File: src/rtl/timing_gen_if.sv
// timing_gen_if -- signal bundle between the instruction-cycle sequencer and
// the hardwired controller that drives it.
//   qd                  start/continue request (rising edge acts)
//   short, long, stop   beat-control requests, looked at only in T4
//   t1..t4              one-hot phase pulses
//   w1..w3              one-hot current beat, zero while idle
//   running             sequencer active
//   icount              completed-instruction count (wraps at 255)
interface timing_gen_if;
    logic       qd;
    logic       short;
    logic       long;
    logic       stop;
    logic       t1;
    logic       t2;
    logic       t3;
    logic       t4;
    logic       w1;
    logic       w2;
    logic       w3;
    logic       running;
    logic [7:0] icount;

    modport master (
        output qd, short, long, stop,
        input  t1, t2, t3, t4, w1, w2, w3, running, icount
    );

    modport slave (
        input  qd, short, long, stop,
        output t1, t2, t3, t4, w1, w2, w3, running, icount
    );
endinterface

File: src/rtl/timing_gen.sv
// timing_gen -- instruction-cycle timing generator.
// Steps through phases T1..T4 within each beat (W1/W2/W3) while running.
// At the end of T4 the next beat is chosen from short/long, stop can halt
// the sequencer, and icount counts every return to W1.
// Ports:
//   clk   system clock, rising edge
//   clr   asynchronous active-high reset
//   bus   timing_gen_if.slave (qd/short/long/stop in; t*/w*/running/icount out)
//
// state   | meaning
// --------+-----------------------------------------------
// PH_T1   | first phase of the beat (also the idle phase)
// PH_T2   | second phase
// PH_T3   | third phase
// PH_T4   | last phase; beat control inputs sampled here
module timing_gen (
    input logic         clk,
    input logic         clr,
    timing_gen_if.slave bus
);

    typedef enum logic [1:0] {PH_T1, PH_T2, PH_T3, PH_T4} phase_t;
    typedef enum logic [1:0] {BEAT_W1, BEAT_W2, BEAT_W3} beat_t;

    phase_t     phase, phase_n;
    beat_t      beat, beat_n;
    logic       running, running_n;
    logic [7:0] icount, icount_n;
    logic       qd_prev;
    logic       start;
    logic [3:0] t_q;
    logic [2:0] w_q;

    always_comb begin
        start     = bus.qd & ~qd_prev;
        running_n = running;
        phase_n   = phase;
        beat_n    = beat;
        icount_n  = icount;
        if (!running) begin
            phase_n = PH_T1;
            if (start) running_n = 1'b1;
        end else begin
            case (phase)
                PH_T1: phase_n = PH_T2;
                PH_T2: phase_n = PH_T3;
                PH_T3: phase_n = PH_T4;
                PH_T4: begin
                    phase_n = PH_T1;
                    case (beat)
                        BEAT_W1: beat_n = bus.short ? BEAT_W1 : BEAT_W2;
                        BEAT_W2: beat_n = bus.long  ? BEAT_W3 : BEAT_W1;
                        default: beat_n = BEAT_W1;
                    endcase
                    if (bus.stop) running_n = 1'b0;
                    // an instruction completes whenever the beat returns to W1,
                    // even when the sequencer is stopping at this edge
                    if (beat_n == BEAT_W1) icount_n = icount + 8'd1;
                end
                default: phase_n = PH_T1;
            endcase
        end
    end

    // t/w outputs are registered from the next-state values so they line up
    // with phase/beat and drop to zero the instant clr asserts.
    always_ff @(posedge clk or posedge clr) begin
        if (clr) begin
            phase   <= PH_T1;
            beat    <= BEAT_W1;
            running <= 1'b0;
            icount  <= 8'd0;
            qd_prev <= 1'b1;
            t_q     <= 4'b0000;
            w_q     <= 3'b000;
        end else begin
            phase   <= phase_n;
            beat    <= beat_n;
            running <= running_n;
            icount  <= icount_n;
            qd_prev <= bus.qd;
            t_q     <= {running_n && (phase_n == PH_T1),
                        running_n && (phase_n == PH_T2),
                        running_n && (phase_n == PH_T3),
                        running_n && (phase_n == PH_T4)};
            w_q     <= {running_n && (beat_n == BEAT_W1),
                        running_n && (beat_n == BEAT_W2),
                        running_n && (beat_n == BEAT_W3)};
        end
    end

    assign bus.t1      = t_q[3];
    assign bus.t2      = t_q[2];
    assign bus.t3      = t_q[1];
    assign bus.t4      = t_q[0];
    assign bus.w1      = w_q[2];
    assign bus.w2      = w_q[1];
    assign bus.w3      = w_q[0];
    assign bus.running = running;
    assign bus.icount  = icount;

endmodule
File: src/flat_wrapper.sv
// flat-port wrapper written by rule: the top's interface ports become plain ports
module timing_gen_flat 
  (clk, clr, bus_qd, bus_short, bus_long, bus_stop, bus_t1, bus_t2, bus_t3, bus_t4, bus_w1, bus_w2, bus_w3, bus_running, bus_icount);
  timing_gen_if bus_i ();
  input logic clk;
  input logic clr;
  input wire logic [$bits(bus_i.qd)-1:0] bus_qd;
  input wire logic [$bits(bus_i.short)-1:0] bus_short;
  input wire logic [$bits(bus_i.long)-1:0] bus_long;
  input wire logic [$bits(bus_i.stop)-1:0] bus_stop;
  output wire logic [$bits(bus_i.t1)-1:0] bus_t1;
  output wire logic [$bits(bus_i.t2)-1:0] bus_t2;
  output wire logic [$bits(bus_i.t3)-1:0] bus_t3;
  output wire logic [$bits(bus_i.t4)-1:0] bus_t4;
  output wire logic [$bits(bus_i.w1)-1:0] bus_w1;
  output wire logic [$bits(bus_i.w2)-1:0] bus_w2;
  output wire logic [$bits(bus_i.w3)-1:0] bus_w3;
  output wire logic [$bits(bus_i.running)-1:0] bus_running;
  output wire logic [$bits(bus_i.icount)-1:0] bus_icount;
  assign bus_i.qd = bus_qd;
  assign bus_i.short = bus_short;
  assign bus_i.long = bus_long;
  assign bus_i.stop = bus_stop;
  assign bus_t1 = bus_i.t1;
  assign bus_t2 = bus_i.t2;
  assign bus_t3 = bus_i.t3;
  assign bus_t4 = bus_i.t4;
  assign bus_w1 = bus_i.w1;
  assign bus_w2 = bus_i.w2;
  assign bus_w3 = bus_i.w3;
  assign bus_running = bus_i.running;
  assign bus_icount = bus_i.icount;
  timing_gen u_core (.clk(clk), .clr(clr), .bus(bus_i));
endmodule
File: config.mk
export PLATFORM = sky130hd
export DESIGN_NAME = timing_gen_flat
export DESIGN_NICKNAME = d
export VERILOG_FILES = /design/src/rtl/timing_gen_if.sv /design/src/rtl/timing_gen.sv /design/src/flat_wrapper.sv
export SDC_FILE = /design/constraint.sdc
export NUM_CORES = 1
export LEC_CHECK = 0
export CORE_MARGIN = 8
export CORE_UTILIZATION = 50
export CTS_CLUSTER_DIAMETER = 150
export DETAILED_ROUTE_END_ITERATION = 7
export PLACE_DENSITY = 0.81
export SETUP_SLACK_MARGIN = 0.1
export SLEW_MARGIN = 20
export SYNTH_ARGS = -nofsm -noshare
export SYNTH_HDL_FRONTEND = slang
export SYNTH_SLANG_ARGS = --single-unit
File: constraint.sdc
create_clock -name clk -period 4.4 [get_ports clk]
set_clock_uncertainty 0.2 [all_clocks]
set_input_delay 1.1 -clock clk [delete_from_list [all_inputs] [get_ports clk]]
set_output_delay 1.1 -clock clk [all_outputs]
set_load 0.05 [all_outputs]
==> impl_metrics.yaml, run 1 <==
run_status:
  status: "finished clean"
synthesis:
  syn_nets: 83
  synth_enable_flop_cells: 0
  synth-xor-area-share: 0.0693
  ys.flop_type: "dfrtp_1"
  netlist_top_cells_count: "dfrtp_1 (20), xor2_1 (7), nor3_1 (6)"
  synth.area.top_cells: "dfrtp_1 (57%), xor2_1 (6.9%), nor3_1 (3.4%)"
  yosysSeqAreaShare: 0.595
  synth_cell_type_count: 28
  synth_seq_cells: 21
  synth.avg_cell_area_um2: 11.8
  yosys.area_share.simple: 0.181
  synth_top_family_by_area: "simple AND/OR/NAND/NOR gates"
  synth.largest_area_cell: "dfrtp_1"
  synth_fa_ha_area_frac: 0.0283
  yosys_warnings: 0
  synth_most_common_cell: "dfrtp_1"
  synth_compound_area_frac: 0.0665
  synthArstFlopShare: 1.00
  synth_top_area_frac: 0.566
  synth.area.mux_share: 0.0283
  synthCells: 75
  synthesis.area_um2: 885
global_route:
  grt_max_degree: 22
  grt_usage: 0.102
  overflow: 0
  grt_pass1_vias: 599
  grt_pass1_wl_um: 2690
  antenna_found_initial: 0
clocking:
  clock-sinks: 21
  h-tree-depth: 1
  clock_latency_ns: 0.30
  cts_root_buf: "clkbuf_4"
  ctsHoldBuffers: 0
  numCtsBuffers: 3
  cts_tree: "built"
  max-clock-path-buffers: 2
  clkTransAtPathRegs_ns: 0.11
  post_cts_buffers: 0
  cts_resized: 0
power_and_ir_drop:
  power.internal_uw: 446
  p_sw_uw: 387
  pwr-share-seq: 0.378
  power.density_nw_per_um2: 735
  ir_drop_uv: 495
  p_leak_nw: 0.521
  swShare: 0.465
  p_clk_frac: 0.108
  comb_power_share: 0.514
sta:
  relSlewSlack: 0.499
  rsz0062_at_grt: "false"
  fmax_mhz: 345
  period_share: 0.659
  setup_viol: 0
  hold_viol_final: 0
  hold_slack_ns: 0.281
  fin_tns_setup_ns: 0
  tightest_slew_ns: 0.750
  drv_slew: 0
  min_period_ns: 2.90
worst_setup_path:
  cp.required_ns: 3.10
  slowest_delay_ns: 0.84
  path_cells: "clkdlybuf4s50_1"
  cp-start-kind: "flop"
  endpoint_kind: "output port"
  cpMaxStageDelayCell: "clkdlybuf4s50_1"
  crit_fanout: 6
  critPathArrivalTime_ns: 1.60
  crit_family: "buffers and inverters"
  critPathKind: "flop to output port"
  cp_num_buf_inv: 1
die:
  core_region_area_um2: 1690
  die_w_um: 58.1
  fp.dieH_um: 58.1
  dieArea_um2: 3370
  initial_core_util: 0.524
  io_pins: 22
  rows: 15
cells_and_area:
  syn_to_final_growth_pct: 28.1
  nets: 107
  antenna_cells: 0
  layout-drive-gt1-share: 0.0816
routing:
  viasPerCell: 5.36
  num_vias: 616
  wire_per_inst_um: 13.9
  first_iter_violations: 6
  firstDrtPassIters: 4
  routed_wl_um: 1600
  ant_nets: 0
  drc: 0
flow_run:
  drv_cap: 0
place:
  io_buffers: 21
  place_hpwl_um: 1280
  place_congestion: 0.757
worst_hold_path:
  hp-class: "flop to flop"
-- cells by family (layout without fill, tap and decap cells) --
logic type      Yosys count  count (layout)
simple gates             29              29
compound gates            7               7
mux                       2               2
flops                    21              21
buf+inv                   7              30
fa+ha+maj                 2               2
xor+xnor                  7               7
-- sequential cells by signal, indices dropped and copies added (netlist names) --
name and count:
u_core.beat 2, u_core.bus.icount 8, u_core.bus.running 1, u_core.phase 2, u_core.qd_prev 1, u_core.t_q 4
u_core.w_q 3
-- power groups by stage --
stage	logic, mW	registers [mW]	clock network (mW)
2_1_floorplan	0.152	0.463	0
3_3_place_gp	0.424	0.316	0
3_5_place_dp	0.432	0.319	0
5_1_grt	0.456	0.323	0.0985
4_1_cts	0.433	0.315	0.0932
6_report	0.428	0.315	0.0901
-- path summary, 6_finish.rpt --
check                                          start  slack [ns]              endpoint  cells past startpoint
worst max-delay path            u_core.bus.icount[2]        1.50         bus_icount[2]                      1
worst min-delay path            u_core.bus.icount[7]        0.28  u_core.bus.icount[7]                      1
worst max register to register       u_core.phase[0]        2.66         u_core.w_q[2]                      5
worst min register to register  u_core.bus.icount[7]        0.28  u_core.bus.icount[7]                      1
max in group asynchronous                        clr        2.50         u_core.t_q[3]                      2
min in group asynchronous                        clr        1.02  u_core.bus.icount[0]                      2
-- layout by cell type (no fill, tap or decap), drive strengths merged, types with 3 or more instances in the layout --
cell,n
clkbuf,4
nand2,4
a21oi,3
xor2,7
inv,5
nor3,6
clkdlybuf4s50,21
nor2,6
dfrtp,20
-- routing by layer --
metal,wire length (um),part of all wire,GRT usage,up-vias
met5,0,0,0,-
met4,36,0.023,0.0734,0
met3,64,0.040,0.0132,4
met2,860,0.54,0.180,12
met1,638,0.40,0.108,298
li1,-,-,-,302
-- metrics by stage --
| step | setup slack [ns] | cells | instance area, um2 | total power, mW | util |
|---|---|---|---|---|---|
| CTS | 1.48 | 115 | 1130 | 0.841 | 0.671 |
| finish | 1.50 | 115 | 1130 | 0.833 | 0.671 |
| global route | 1.44 | 115 | 1130 | 0.877 | 0.671 |
| global placement | 1.68 | 111 | 1110 | 0.740 | 0.656 |
| detailed placement | 1.65 | 111 | 1110 | 0.751 | 0.656 |
| floorplan | 2.14 | 75 | 885 | 0.615 | - |
-- area by class of cell --
| type | count | area (um2) |
|---|---|---|
| flip-flops and latches | 21 | 527 |
| repair buffers | 21 | 210 |
| multi-input cells | 47 | 330 |
| well taps | 17 | 21.3 |
| clock buffers | 4 | 26.3 |
| fillers | 127 | 556 |
| inverters | 5 | 18.8 |
No activity file was read; power rests on OpenSTA's default activity.
==> inputs of run 2 (changes only) <==
Settings changed: CORE_UTILIZATION 50 to 47, PLACE_DENSITY 0.81 to 0.77.
Clock period 4.4 ns to 2.8 ns, I/O delays scaled along.
==> run 2 against run 1 <==
Effect of this change:
- cell count rose by 7.8%
- utilization down 1.2 points
- worst hold slack got worse by 0.0075 ns
- first-iteration DRC count grew 17%
- setup slack lost 1.2 ns
- critical path type unchanged
- largest power group unchanged
==> impl_metrics.yaml, run 2 (same netlist as run 1, synthesis figures left out) <==
cells_and_area:
  largest_reg_flops: 8
  largest-register: "u_core.bus.icount"
  layout_common_cells: "clkdlybuf4s50_1 (21), dfrtp_1 (20), xor2_1 (7), nor3_1 (6)"
  reg_top3: "u_core.bus.icount x8, u_core.t_q x4, u_core.w_q x3"
  layout-drive-gt1-share: 0.0909
  final_util: 0.659
  antenna_cells: 0
  syn_to_final_growth_pct: 30.1
  nets: 108
  n_fill_cell: 147
  mostFrequentLayoutCell: "clkdlybuf4s50_1"
global_route:
  overflow: 0
  grt_pass1_vias: 666
  grt_usage: 0.107
  grt_pass1_wl_um: 2930
  antenna_found_initial: 0
  grt_max_degree: 22
die:
  dieArea_um2: 3530
  core_region_area_um2: 1750
  io_pins: 22
  fp.dieH_um: 59.4
  initial_core_util: 0.507
  die_w_um: 59.4
  rows: 15
routing:
  first_iter_violations: 7
  firstDrtPassIters: 4
  wire_per_inst_um: 13.5
  ant_nets: 0
  num_vias: 616
  routed_wl_um: 1680
  viasPerCell: 4.97
  drc: 0
worst_setup_path:
  cp-start-kind: "flop"
  critPathKind: "flop to output port"
  critPathArrivalTime_ns: 1.62
  r2r_end: "u_core.w_q[2]"
  path_cells: "clkdlybuf4s50_1"
  r2r_slack_ns: 1.10
  cp_num_buf_inv: 1
  slowest_delay_ns: 0.85
  cpMaxStageDelayCell: "clkdlybuf4s50_1"
  reg2reg_from: "u_core.phase[0]"
  cp.required_ns: 1.90
  endpoint_kind: "output port"
  crit_family: "buffers and inverters"
  crit_fanout: 7
  r2r_cells: 5
sta:
  setup_ws_ns: 0.276
  setup_viol: 0
  relSlewSlack: 0.663
  hold_viol_final: 0
  fin_tns_setup_ns: 0
  rsz0062_at_grt: "false"
  tightest_slew_ns: 0.503
  fmax_mhz: 396
  drv_slew: 0
  min_period_ns: 2.52
  period_share: 0.901
run_status:
  status: "finished clean"
clocking:
  cts_root_buf: "clkbuf_4"
  h-tree-depth: 1
  ctsHoldBuffers: 0
  post_cts_buffers: 0
  clock-sinks: 21
  max-clock-path-buffers: 2
  clock_latency_ns: 0.30
  cts_tree: "built"
  clkTransAtPathRegs_ns: 0.11
  numCtsBuffers: 3
  cts_resized: 0
power_and_ir_drop:
  power.density_nw_per_um2: 1140
  ir_drop_uv: 665
  p_leak_nw: 0.526
  p_total_mw: 1.31
flow_run:
  drv_cap: 0
place:
  dp_slack_ns: 0.454
  place_congestion: 0.790
  place_hpwl_um: 1230
  io_buffers: 21
worst_hold_path:
  hold-path-endpoint: "u_core.bus.icount[7]"
  holdPathStages: 1
  hp-class: "flop to flop"
  hold_path.startpoint: "u_core.bus.icount[7]"
[run 2: changes by cell type in the layout (fill, tap and decap cells not counted), sizes merged]
| cell | before | now |
|---|---|---|
| buf | 0 | 1 |
[run 2: area by class of cell]
type / instances / area (um2) / area share
Tap cell: 25 / 31.3 / 0.0272
Sequential cell: 21 / 527 / 0.458
Timing Repair Buffer: 22 / 218 / 0.189
Multi-Input combinational cell: 47 / 330 / 0.287
Inverter: 5 / 18.8 / 0.0163
Clock buffer: 4 / 26.3 / 0.0228
[run 2: worst max-delay path by stage]
stage / start / end / slack, ns / cells past startpoint
6_report: u_core.bus.running / bus_running / 0.28 / 1
4_1_cts: u_core.bus.running / bus_running / 0.26 / 1
5_1_grt: u_core.bus.running / bus_running / 0.23 / 1
2_1_floorplan: bus_short / u_core.bus.icount[1] / 0.94 / 4
3_3_place_gp: bus_short / u_core.bus.icount[1] / 0.48 / 5
3_5_place_dp: bus_short / u_core.bus.icount[1] / 0.45 / 5
[run 2: metrics by stage]
stage	hold WS [ns]	cells	area (um2)
2_1_floorplan	0.255	75	885
3_3_place_gp	0.257	120	1120
3_5_place_dp	0.258	120	1120
4_1_cts	0.277	124	1150
5_1_grt	0.304	124	1150
6_report	0.274	124	1150
[run 2: power by group]
group	switching (mW)	leakage (nW)	internal, mW
Clock	0.0883	0.0150	0.0555
Combinational	0.427	0.248	0.242
Sequential	0.0932	0.263	0.403
Total	0.608	0.526	0.701
[run 2: layer usage]
| metal | GRT usage | part of all wire | vias up |
|---|---|---|---|
| li1 | - | - | 303 |
| met1 | 0.128 | 0.47 | 294 |
| met2 | 0.171 | 0.46 | 15 |
| met3 | 0.0369 | 0.064 | 4 |
| met4 | 0.0410 | 0.011 | 0 |
| met5 | 0 | 0 | - |
